===== config.mk =====
export PLATFORM = sky130hd
export DESIGN_NAME = ennemy_wave
export DESIGN_NICKNAME = d
export VERILOG_FILES = /design/src/rtl/ennemy_wave.sv
export SDC_FILE = /design/constraint.sdc
export NUM_CORES = 1
export LEC_CHECK = 0
export BUFFER_PORTS_ARGS = -buffer_cell sky130_fd_sc_hd__clkbuf_2
export CAP_MARGIN = 0
export CORE_MARGIN = 2
export CORE_UTILIZATION = 45
export CTS_BUF_LIST = sky130_fd_sc_hd__clkbuf_4
export DETAILED_ROUTE_END_ITERATION = 7
export GPL_TIMING_DRIVEN = 0
export MAX_ROUTING_LAYER = met4
export PLACE_DENSITY_LB_ADDON = 0.15
export RECOVER_POWER = 100
export SLEW_MARGIN = 10
export SYNTH_ARGS = -nofsm -noshare
export SYNTH_HDL_FRONTEND = slang
export SYNTH_SLANG_ARGS = --single-unit

===== constraint.sdc =====
create_clock -name clk -period 6.7 [get_ports clk]
set_input_delay 1.34 -clock clk [delete_from_list [all_inputs] [get_ports clk]]
set_output_delay 1.34 -clock clk [all_outputs]
set_load 0.1 [all_outputs]

===== src/rtl/ennemy_wave.sv =====
// ennemy_wave: N-slot enemy generator for the shooter playfield.
// Slots spawn at staggered intervals on rotating lanes, fall on the game
// tick, and leave on collision (hit) or on reaching the bottom (avoided).
// Optional build macro ENNEMY_SPEEDUP_EN: fall speed rises by one row/tick
// every 8 spawns (saturating at 4). Without it, speed is fixed at 1.
module ennemy_wave #(
  parameter int N           = 4,
  parameter int Y_MAX       = 238,
  parameter int X_BASE      = 72,
  parameter int X_SPAN      = 128,
  parameter int X_STEP      = 51,
  parameter int SPAWN_GAP   = 60,
  parameter int OFFSCREEN_X = 400
) (
  input  logic           clk,
  input  logic           rst,
  input  logic           clk_en,
  input  logic [1:0]     scene,
  input  logic [N-1:0]   colision,
  output logic [9*N-1:0] X,
  output logic [9*N-1:0] Y,
  output logic [N-1:0]   alive,
  output logic [N-1:0]   avoided,
  output logic [N-1:0]   hit,
  output logic [2:0]     speed
);

  localparam logic [1:0] PLAY = 2'd1;

  localparam logic [0:0] IDLE = 1'b0;
  localparam logic [0:0] FALL = 1'b1;

  localparam int GW = (SPAWN_GAP > 1) ? $clog2(SPAWN_GAP) : 1;
  localparam logic [GW-1:0] GAP_LAST = GW'(SPAWN_GAP - 1);

  localparam logic [8:0] Y_MAX9  = 9'(Y_MAX);
  localparam logic [9:0] Y_MAX10 = 10'(Y_MAX);
  localparam logic [8:0] OFF_X   = 9'(OFFSCREEN_X);
  localparam logic [7:0] SPAN8   = 8'(X_SPAN);
  localparam logic [7:0] STEP8   = 8'(X_STEP);

  logic [0:0]    state [N];
  logic [8:0]    x_q   [N];
  logic [8:0]    y_q   [N];
  logic [8:0]    y_next[N];
  logic [9:0]    y_sum;

  logic [GW-1:0] gap;
  logic [6:0]    k;
  logic [7:0]    k_sum;
  logic [8:0]    spawn_x;

  logic [N-1:0]  spawn_sel;
  logic          found;
  logic          spawn_try;
  logic          spawn_ok;
  logic          playing;

  assign playing   = (scene == PLAY);
  assign spawn_try = playing && clk_en && (gap == GAP_LAST);
  assign spawn_ok  = spawn_try && found;
  assign k_sum     = {1'b0, k} + STEP8;
  assign spawn_x   = 9'(X_BASE) + {2'b00, k};

  // Lowest-index idle slot, judged on pre-edge state so a slot freed on this
  // edge only becomes eligible on the following one.
  always_comb begin
    spawn_sel = '0;
    found     = 1'b0;
    for (int unsigned i = 0; i < N; i++) begin
      if (state[i] == IDLE && !found) begin
        spawn_sel[i] = 1'b1;
        found        = 1'b1;
      end
    end
  end

  // Next fall position: 10-bit add then clamp onto the bottom row.
  always_comb begin
    y_sum = '0;
    for (int unsigned i = 0; i < N; i++) begin
      y_sum     = {1'b0, y_q[i]} + {7'd0, speed};
      y_next[i] = (y_sum > Y_MAX10) ? Y_MAX9 : y_sum[8:0];
    end
  end

  // Per-slot FSM: rst > leave PLAY > collision > bottom > move / spawn.
  always_ff @(posedge clk) begin
    if (rst) begin
      for (int unsigned i = 0; i < N; i++) begin
        state[i] <= IDLE;
        x_q[i]   <= OFF_X;
        y_q[i]   <= '0;
      end
      avoided <= '0;
      hit     <= '0;
    end else begin
      avoided <= '0;
      hit     <= '0;
      for (int unsigned i = 0; i < N; i++) begin
        if (!playing) begin
          state[i] <= IDLE;
          x_q[i]   <= OFF_X;
          y_q[i]   <= '0;
        end else if (state[i] == FALL) begin
          if (colision[i]) begin
            state[i] <= IDLE;
            x_q[i]   <= OFF_X;
            y_q[i]   <= '0;
            hit[i]   <= 1'b1;
          end else if (y_q[i] == Y_MAX9) begin
            state[i]   <= IDLE;
            x_q[i]     <= OFF_X;
            y_q[i]     <= '0;
            avoided[i] <= 1'b1;
          end else if (clk_en) begin
            y_q[i] <= y_next[i];
          end
        end else if (spawn_ok && spawn_sel[i]) begin
          state[i] <= FALL;
          x_q[i]   <= spawn_x;
          y_q[i]   <= '0;
        end
      end
    end
  end

  // Spawn gap timer: counts ticks in PLAY, clears outside PLAY.
  always_ff @(posedge clk) begin
    if (rst || !playing) begin
      gap <= '0;
    end else if (clk_en) begin
      gap <= (gap == GAP_LAST) ? '0 : gap + 1'b1;
    end
  end

  // Lane offset: advances only on a successful spawn, wrapping past X_SPAN.
  always_ff @(posedge clk) begin
    if (rst) begin
      k <= '0;
    end else if (spawn_ok) begin
      k <= (k_sum <= SPAN8) ? k_sum[6:0] : 7'(k_sum - SPAN8);
    end
  end

`ifdef ENNEMY_SPEEDUP_EN
  logic [2:0] spawn_cnt;

  // Speed ramp: every 8th spawn bumps speed, capped at 4; held outside PLAY.
  always_ff @(posedge clk) begin
    if (rst) begin
      spawn_cnt <= '0;
      speed     <= 3'd1;
    end else if (spawn_ok) begin
      spawn_cnt <= spawn_cnt + 3'd1;
      if (spawn_cnt == 3'd7 && speed < 3'd4) begin
        speed <= speed + 3'd1;
      end
    end
  end
`else
  assign speed = 3'd1;
`endif

  // Flatten slot registers onto the packed output buses.
  always_comb begin
    X     = '0;
    Y     = '0;
    alive = '0;
    for (int unsigned i = 0; i < N; i++) begin
      X[9*i +: 9] = x_q[i];
      Y[9*i +: 9] = y_q[i];
      alive[i]    = (state[i] == FALL);
    end
  end

endmodule

==> impl_metrics.csv, run 1 <==
group,metric,value,unit
routing,detail_route.wl_per_cell,15.39,um
worst_setup_path,critPathLaunchType,"flip-flop",
timing,slew_headroom,0.04233,
pwr,p_leak,2.056,nW
clock_network,path_clk_slew,150,ps
pwr,power_density,205.0,mW/mm^2
timing,setup_viol,0,
synth,syn_avg_cell_area,10.62,um^2
timing,worst_slack,3305,ps
final_layout,drive_above_1_share,0.09732,
pwr,total_power,1.189,mW
floorplan,start_util,0.4561,
synth,synth-async-reset-ratio,0,
routing,via_per_inst,5.333,
clock_network,cts_buffer_depth,2,
timing,tightestPinTransition,1421,ps
routing,vias,3941,
worst_setup_path,worstSetupEndpointType,"output port",
routing,ant_nets,0,
clock_network,cts.sinks,97,
timing,clock_skew,27.15,ps
floorplan,ios,96,
global_routing,gr-total-overflow,0,
placement,port_buffers,91,
pwr,p_comb_frac,0.156,
clock_network,cts_setup_buffers,0,
global_routing,grt_first_pass_wirelength,18.35,mm
routing,firstDrtPassIters,5,
pwr,peakVddDrop,0.00009849,V
timing,max_freq,294.6,MHz
run,drv_cap,0,
clock_network,cts_hold_buf,0,
timing,rsz0062_at_grt,"false",
clock_network,cts-resized-gates,0,
pwr,clkPwrFrac,0.274,
floorplan,die-area,0.01230,mm^2
floorplan,num_rows,39,
synth,syn_area,0.005141,mm^2
placement,gp_congestion,0.8246,
synth,synth-edff-count,76,
worst_setup_path,cp.arrival,2050,ps
worst_setup_path,worst-path-max-fanout,8,
routing,detail_route.wirelength,11.37,mm
pwr,power.share.sequential,0.570,
final_layout,antenna_cells,0,
placement,dp_hpwl,8.249,mm
synth,synth_top_cell_area_share,0.4439,
clock_network,cts_made_buffers,9,
clock_network,cts_tree,"yes",
routing,top_layer_used,"met4",
final_layout,design_area,0.005798,mm^2
synth,netlist_instances,484,
synth,ys_seq_area_frac,0.5257,
timing,tns,0,ps
synth,yosysUniqueCellTypes,68,
clock_network,clkLatencyLatePin,480,ps
global_routing,grt_pass1_vias,3673,
pwr,intPower,803.9,uW
timing,fin_crit_sh,0.5067,
clock_network,htreeDepth,3,
pwr,switching_share,0.3238,
floorplan,die_h,110.9,um
synth,synth-main-ff-cell,"edfxtp_1",
placement,dp_slack,3107,ps
min_path,hp-class,"reg -> reg",
synth,synth_top_area_cell,"edfxtp_1",
synth,yosys_warnings,0,
synth,synth.area.top_cells,"edfxtp_1, dfxtp_1, ha_1",
final_layout,layout.nets,616,
global_routing,grt_max_degree,18,
floorplan,coreArea,0.01127,mm^2
routing,drc,0,
final_layout,area_delta_synth_final,12.78,%
timing,period_needed,3395,ps
synth,ys_seq_elements,97,
worst_setup_path,worstPathRequired,5360,ps
floorplan,die_x,110.9,um
routing,wl_met2,5.255,mm
clock_network,clockRootBuffer,"clkbuf_4",
global_routing,track_usage,0.1893,
outcome,status,"completed",
global_routing,antenna_found_initial,0,
placement,dpl_cell_area,0.005794,mm^2
routing,dr.first_iter.drc_count,354,
pwr,switchingPower,384.9,uW
worst_setup_path,crit_type,"reg -> out",
timing,final_max_slew_viol_count,0,
timing,finalHoldViolCount,0,
routing,route.met3.wl,475,um
routing,wl_met1,5.428,mm
[state kept, by name, summed over array words and instances (netlist names)]
name     flops
hit          4
avoided      4
gap          6
state        4
x_q         36
k            7
y_q         36
[worst max-delay path: stages (launching register included)]
cell and delay, ps:
edfxtp_1 530, buf_4 160, clkbuf_1 890
[path summary, 6_finish.rpt]
| path | slack, ps | depth (start not counted) | start | to |
|---|---|---|---|---|
| worst max-delay path | 3310 | 2 | state[3] | alive[3] |
| worst min-delay path | 550 | 2 | gap[5] | gap[5] |
| worst max register to register | 3700 | 6 | y_q[0][0] | x_q[0][0] |
| worst min register to register | 550 | 2 | gap[5] | gap[5] |
[power by group through the flow]
stage | clock (mW) | combinational, mW | sequential (mW)
floorplan | 0 | 0.0561 | 0.794
global placement | 0 | 0.190 | 0.690
detailed placement | 0 | 0.191 | 0.691
CTS | 0.336 | 0.192 | 0.677
global route | 0.354 | 0.194 | 0.680
finish | 0.326 | 0.186 | 0.677
[kinds of logic (layout without fill, tap and decap cells)]
family,after synthesis,after routing,synth area share
mux,7,7,0.01412
other cells,2,7,0.001461
buf+inv,55,162,0.05378
fa+ha+maj,16,16,0.03894
simple gates,197,197,0.2095
flops,97,97,0.5257
compound gates,73,73,0.09346
xor+xnor,37,37,0.06303
[synth_stat cells, types with 4 or more instances]
| library cell | n |
|---|---|
| and2_1 | 6 |
| or3_1 | 4 |
| nand2_1 | 39 |
| mux2i_1 | 5 |
| edfxtp_1 | 76 |
| o21ai_0 | 13 |
| dfxtp_1 | 21 |
| xor2_1 | 19 |
| a211oi_1 | 4 |
| nand3_1 | 28 |
| a21oi_1 | 20 |
| nor3_1 | 6 |
| nand4_1 | 9 |
| or4_1 | 5 |
| inv_1 | 20 |
| nor2_1 | 47 |
| nand2b_1 | 6 |
| buf_2 | 12 |
| a31oi_1 | 13 |
| buf_4 | 10 |
| ha_1 | 16 |
| xnor2_1 | 18 |
| and3_1 | 10 |
| clkbuf_1 | 6 |
| and4b_1 | 4 |
[cells in the final DEF, fill, tap and decap left out, drive strengths merged, types with 4 or more instances in the layout]
cell	n
nor2	48
ha	16
edfxtp	76
clkbuf	113
nor3	6
a211oi	4
nand4	10
or4	6
and3	12
conb	7
o21ai	13
mux2i	5
and4	4
and2	7
nand2b	7
nand2	40
a21oi	20
a31oi	14
buf	19
inv	26
or3	4
nand3	29
dfxtp	21
xor2	19
xnor2	18
and4b	4
[through the flow]
| step | hold slack (ps) | utilization | std cells |
|---|---|---|---|
| floorplan | 477.4 | - | 489 |
| global placement | 502.5 | 0.5140 | 723 |
| detailed placement | 512.6 | 0.5140 | 723 |
| CTS | 549.2 | 0.5267 | 739 |
| global route | 576.5 | 0.5144 | 739 |
| finish | 551.1 | 0.5144 | 739 |
[routing by layer]
metal	track usage	vias to the layer above
met5	-	-
met1	0.2591	1874
li1	-	1958
met4	0.07000	0
met2	0.2916	94
met3	0.02406	15
[final cells by class]
cell class              count  area (um^2)
clock inverters             7        75.07
repair buffers             91        350.3
plain buffers              32        181.4
flip-flops and latches     97         2703
multi-input cells         337         2156
well taps                 143        178.9
inverters                  23        86.33
clock buffers               9        67.56
fillers                  1097         5474
No activity file was read; power rests on OpenSTA's default activity.
==> inputs of run 2 (changes only) <==
--- a/config.mk
+++ b/config.mk
@@ -5,6 +5,7 @@
 export SDC_FILE = /design/constraint.sdc
 export NUM_CORES = 1
 export LEC_CHECK = 0
+export ABC_AREA = 1
 export BUFFER_PORTS_ARGS = -buffer_cell sky130_fd_sc_hd__clkbuf_2
 export CAP_MARGIN = 0
 export CORE_MARGIN = 2
==> constraint.sdc (replaced) <==
create_clock -name clk -period 3.4 [get_ports clk]
set_input_delay 0.68 -clock clk [delete_from_list [all_inputs] [get_ports clk]]
set_output_delay 0.68 -clock clk [all_outputs]
set_load 0.1 [all_outputs]
==> impl_metrics.csv, run 2 <==
group,metric,value,unit
outcome,status,"completed",
clock_network,cts_hold_buf,0,
synth,synth_top_cells_by_count,"nand2_1, inv_1, edfxtp_1, nor2_1, nand3_1",
pwr,p_leak,2.311,nW
timing,tightestPinTransition,1234,ps
routing,dr.first_iter.drc_count,210,
worst_setup_path,worstReg2RegEnd,"y_q[2][3]",
worst_setup_path,r2r_start,"gap[0]",
worst_setup_path,cp.arrival,1940,ps
worst_setup_path,worst-path-max-fanout,6,
pwr,switching_share,0.3124,
placement,port_buffers,91,
synth,netlist_instances,567,
global_routing,grt_max_degree,18,
routing,via_per_inst,4.893,
timing,slew_headroom,0.1808,
routing,vias,4012,
timing,final_max_slew_viol_count,0,
worst_setup_path,r2r_cells,8,
pwr,switchingPower,751.6,uW
clock_network,path_clk_slew,150,ps
global_routing,antenna_found_initial,1,
clock_network,htreeDepth,3,
timing,clock_skew,18.81,ps
worst_setup_path,worstSetupEndpointType,"output port",
worst_setup_path,critPathLaunchType,"flip-flop",
global_routing,gr-total-overflow,0,
synth,yosysUniqueCellTypes,35,
clock_network,cts_tree,"yes",
synth,synth-edff-count,76,
timing,finalHoldViolCount,0,
routing,ant_nets,0,
floorplan,ios,96,
timing,tns,0,ps
routing,detail_route.wl_per_cell,13.43,um
timing,rsz0062_at_grt,"false",
synth,ys_seq_area_frac,0.5325,
placement,dp_hpwl,8.560,mm
clock_network,clkLatencyLatePin,450,ps
synth,synth_xor_area_frac,0.01381,
timing,fin_crit_sh,0.7701,
global_routing,track_usage,0.1970,
floorplan,start_util,0.4641,
timing,hold_ws,400.3,ps
synth,synth-compound-area-share,0.04019,
synth,synth_top_area_cell,"edfxtp_1",
min_path,min_to,"k[2]",
synth,synth-async-reset-ratio,0,
clock_network,cts_setup_buffers,0,
floorplan,num_rows,38,
final_layout,layout.nets,699,
worst_setup_path,r2r_setup_slack,870,ps
floorplan,die_x,110.2,um
synth,yosys_warnings,0,
pwr,intPower,1.655,mW
synth,synth-main-ff-cell,"edfxtp_1",
min_path,hp-start,"rst",
run,drv_cap,0,
final_layout,mostFrequentLayoutCell,"nand2_1",
clock_network,cts_buffer_depth,2,
routing,drc,0,
routing,firstDrtPassIters,4,
floorplan,die_h,110.2,um
final_layout,final_cell_mix,"nand2_1, inv_1, clkbuf_1",
timing,period_needed,2618,ps
pwr,p_comb_frac,0.151,
pwr,power_density,424.6,mW/mm^2
synth,syn_area,0.005075,mm^2
clock_network,clockRootBuffer,"clkbuf_4",
floorplan,coreArea,0.01094,mm^2
final_layout,ff_latch_area,0.002703,mm^2
synth,synth_mux_area_frac,0,
synth,synth.area.top_cells,"edfxtp_1, nand2_1, dfxtp_1",
timing,max_freq,381.9,MHz
global_routing,grt_first_pass_wirelength,17.72,mm
synth,syn_avg_cell_area,8.950,um^2
clock_network,cts-resized-gates,0,
worst_setup_path,worstPathRequired,2720,ps
floorplan,die-area,0.01214,mm^2
min_path,whs_path_depth,2,
final_layout,multi_input_comb_area,0.001858,mm^2
pwr,power.share.sequential,0.555,
synth,ys_seq_elements,97,
final_layout,drive_above_1_share,0.08395,
synth,synth_top_family_by_area,"simple AND/OR/NAND/NOR gates",
synth,synthSimpleGateAreaFrac,0.2894,
pwr,clkPwrFrac,0.294,
synth,synth_top_cell_area_share,0.4497,
final_layout,reg_top3,"x_q: 36 flops, y_q: 36 flops, k: 7 flops",
clock_network,cts_made_buffers,9,
min_path,hp-class,"in -> reg",
synth,yosysMostFrequentCell,"nand2_1",
synth,synth_fa_ha_area_frac,0.03945,
pwr,peakVddDrop,0.0003028,V
final_layout,nFillCells,1111,
final_layout,area_delta_synth_final,11.66,%
routing,detail_route.wirelength,11.01,mm
worst_setup_path,crit_type,"reg -> out",
timing,setup_viol,0,
global_routing,grt_pass1_vias,3799,
clock_network,cts.sinks,97,
placement,gp_congestion,0.9200,
## run 2: changes by cell type in the layout (fill, tap and decap cells not counted), moves of 6 or more
cell and delta:
xnor2_1 -13, buf_2 -7, and3_1 -10, xor2_1 -16, o21ai_0 -6, a31oi_1 -13, clkbuf_1 -9, nand2b_1 -7
nand2_1 +91, nor2_1 +28, nand3_1 +26, inv_1 +63
## run 2: power by group through the flow
| stage | clock network, mW | logic, mW | registers, mW |
|---|---|---|---|
| 2_1_floorplan | 0 | 0.109 | 1.57 |
| 5_1_grt | 0.775 | 0.382 | 1.34 |
| 3_3_place_gp | 0 | 0.375 | 1.36 |
| 6_report | 0.708 | 0.363 | 1.33 |
| 4_1_cts | 0.725 | 0.378 | 1.34 |
| 3_5_place_dp | 0 | 0.377 | 1.36 |
## run 2: how the worst max path moves through the flow
stage | slack (ps) | from | cells past startpoint | end
finish | 780 | state[1] | 2 | alive[1]
global route | 540 | gap[0] | 8 | y_q[2][4]
CTS | 900 | y_q[2][0] | 8 | y_q[2][5]
detailed placement | 590 | scene[0] | 10 | y_q[2][4]
global placement | 660 | scene[0] | 10 | y_q[2][8]
floorplan | 710 | y_q[2][1] | 7 | y_q[2][0]
## run 2: per-stage QoR
stage	worst slack, ps	power (mW)	std cells	utilization	cell area [um^2]
6_report	781.6	2.406	820	0.5182	5667
5_1_grt	540.6	2.498	820	0.5182	5667
4_1_cts	902.3	2.439	819	0.5388	5892
3_5_place_dp	586.1	1.739	803	0.5235	5724
3_3_place_gp	658.4	1.736	803	0.5235	5724
2_1_floorplan	712.3	1.678	572	-	5094
## run 2: routing by layer
layer | global-route usage | part of all wire
met4 | 0.07679 | 0.012
met2 | 0.3256 | 0.50
met1 | 0.2431 | 0.44
met3 | 0.03233 | 0.048
met5 | - | 0
## run 2: cell families after synthesis
family,Yosys count
fa+ha+maj,16
other cells,2
buf+inv,101
simple gates,306
xor+xnor,8
compound gates,37
flops,97
## run 2: layout make-up
type / count / share of cell area
antenna: 1 / 0.0004416
buffer: 11 / 0.01281
clock buffer: 9 / 0.01192
clock inverter: 7 / 0.01766
inverter: 90 / 0.05962
multi-input combinational: 374 / 0.3279
sequential: 97 / 0.4769
tap: 140 / 0.03091
timing repair buffer: 91 / 0.06182
## run 2: critical path, cell delays in order (launching register included)
cell      delay [ps]
edfxtp_1         500
buf_4            150
clkbuf_1         850
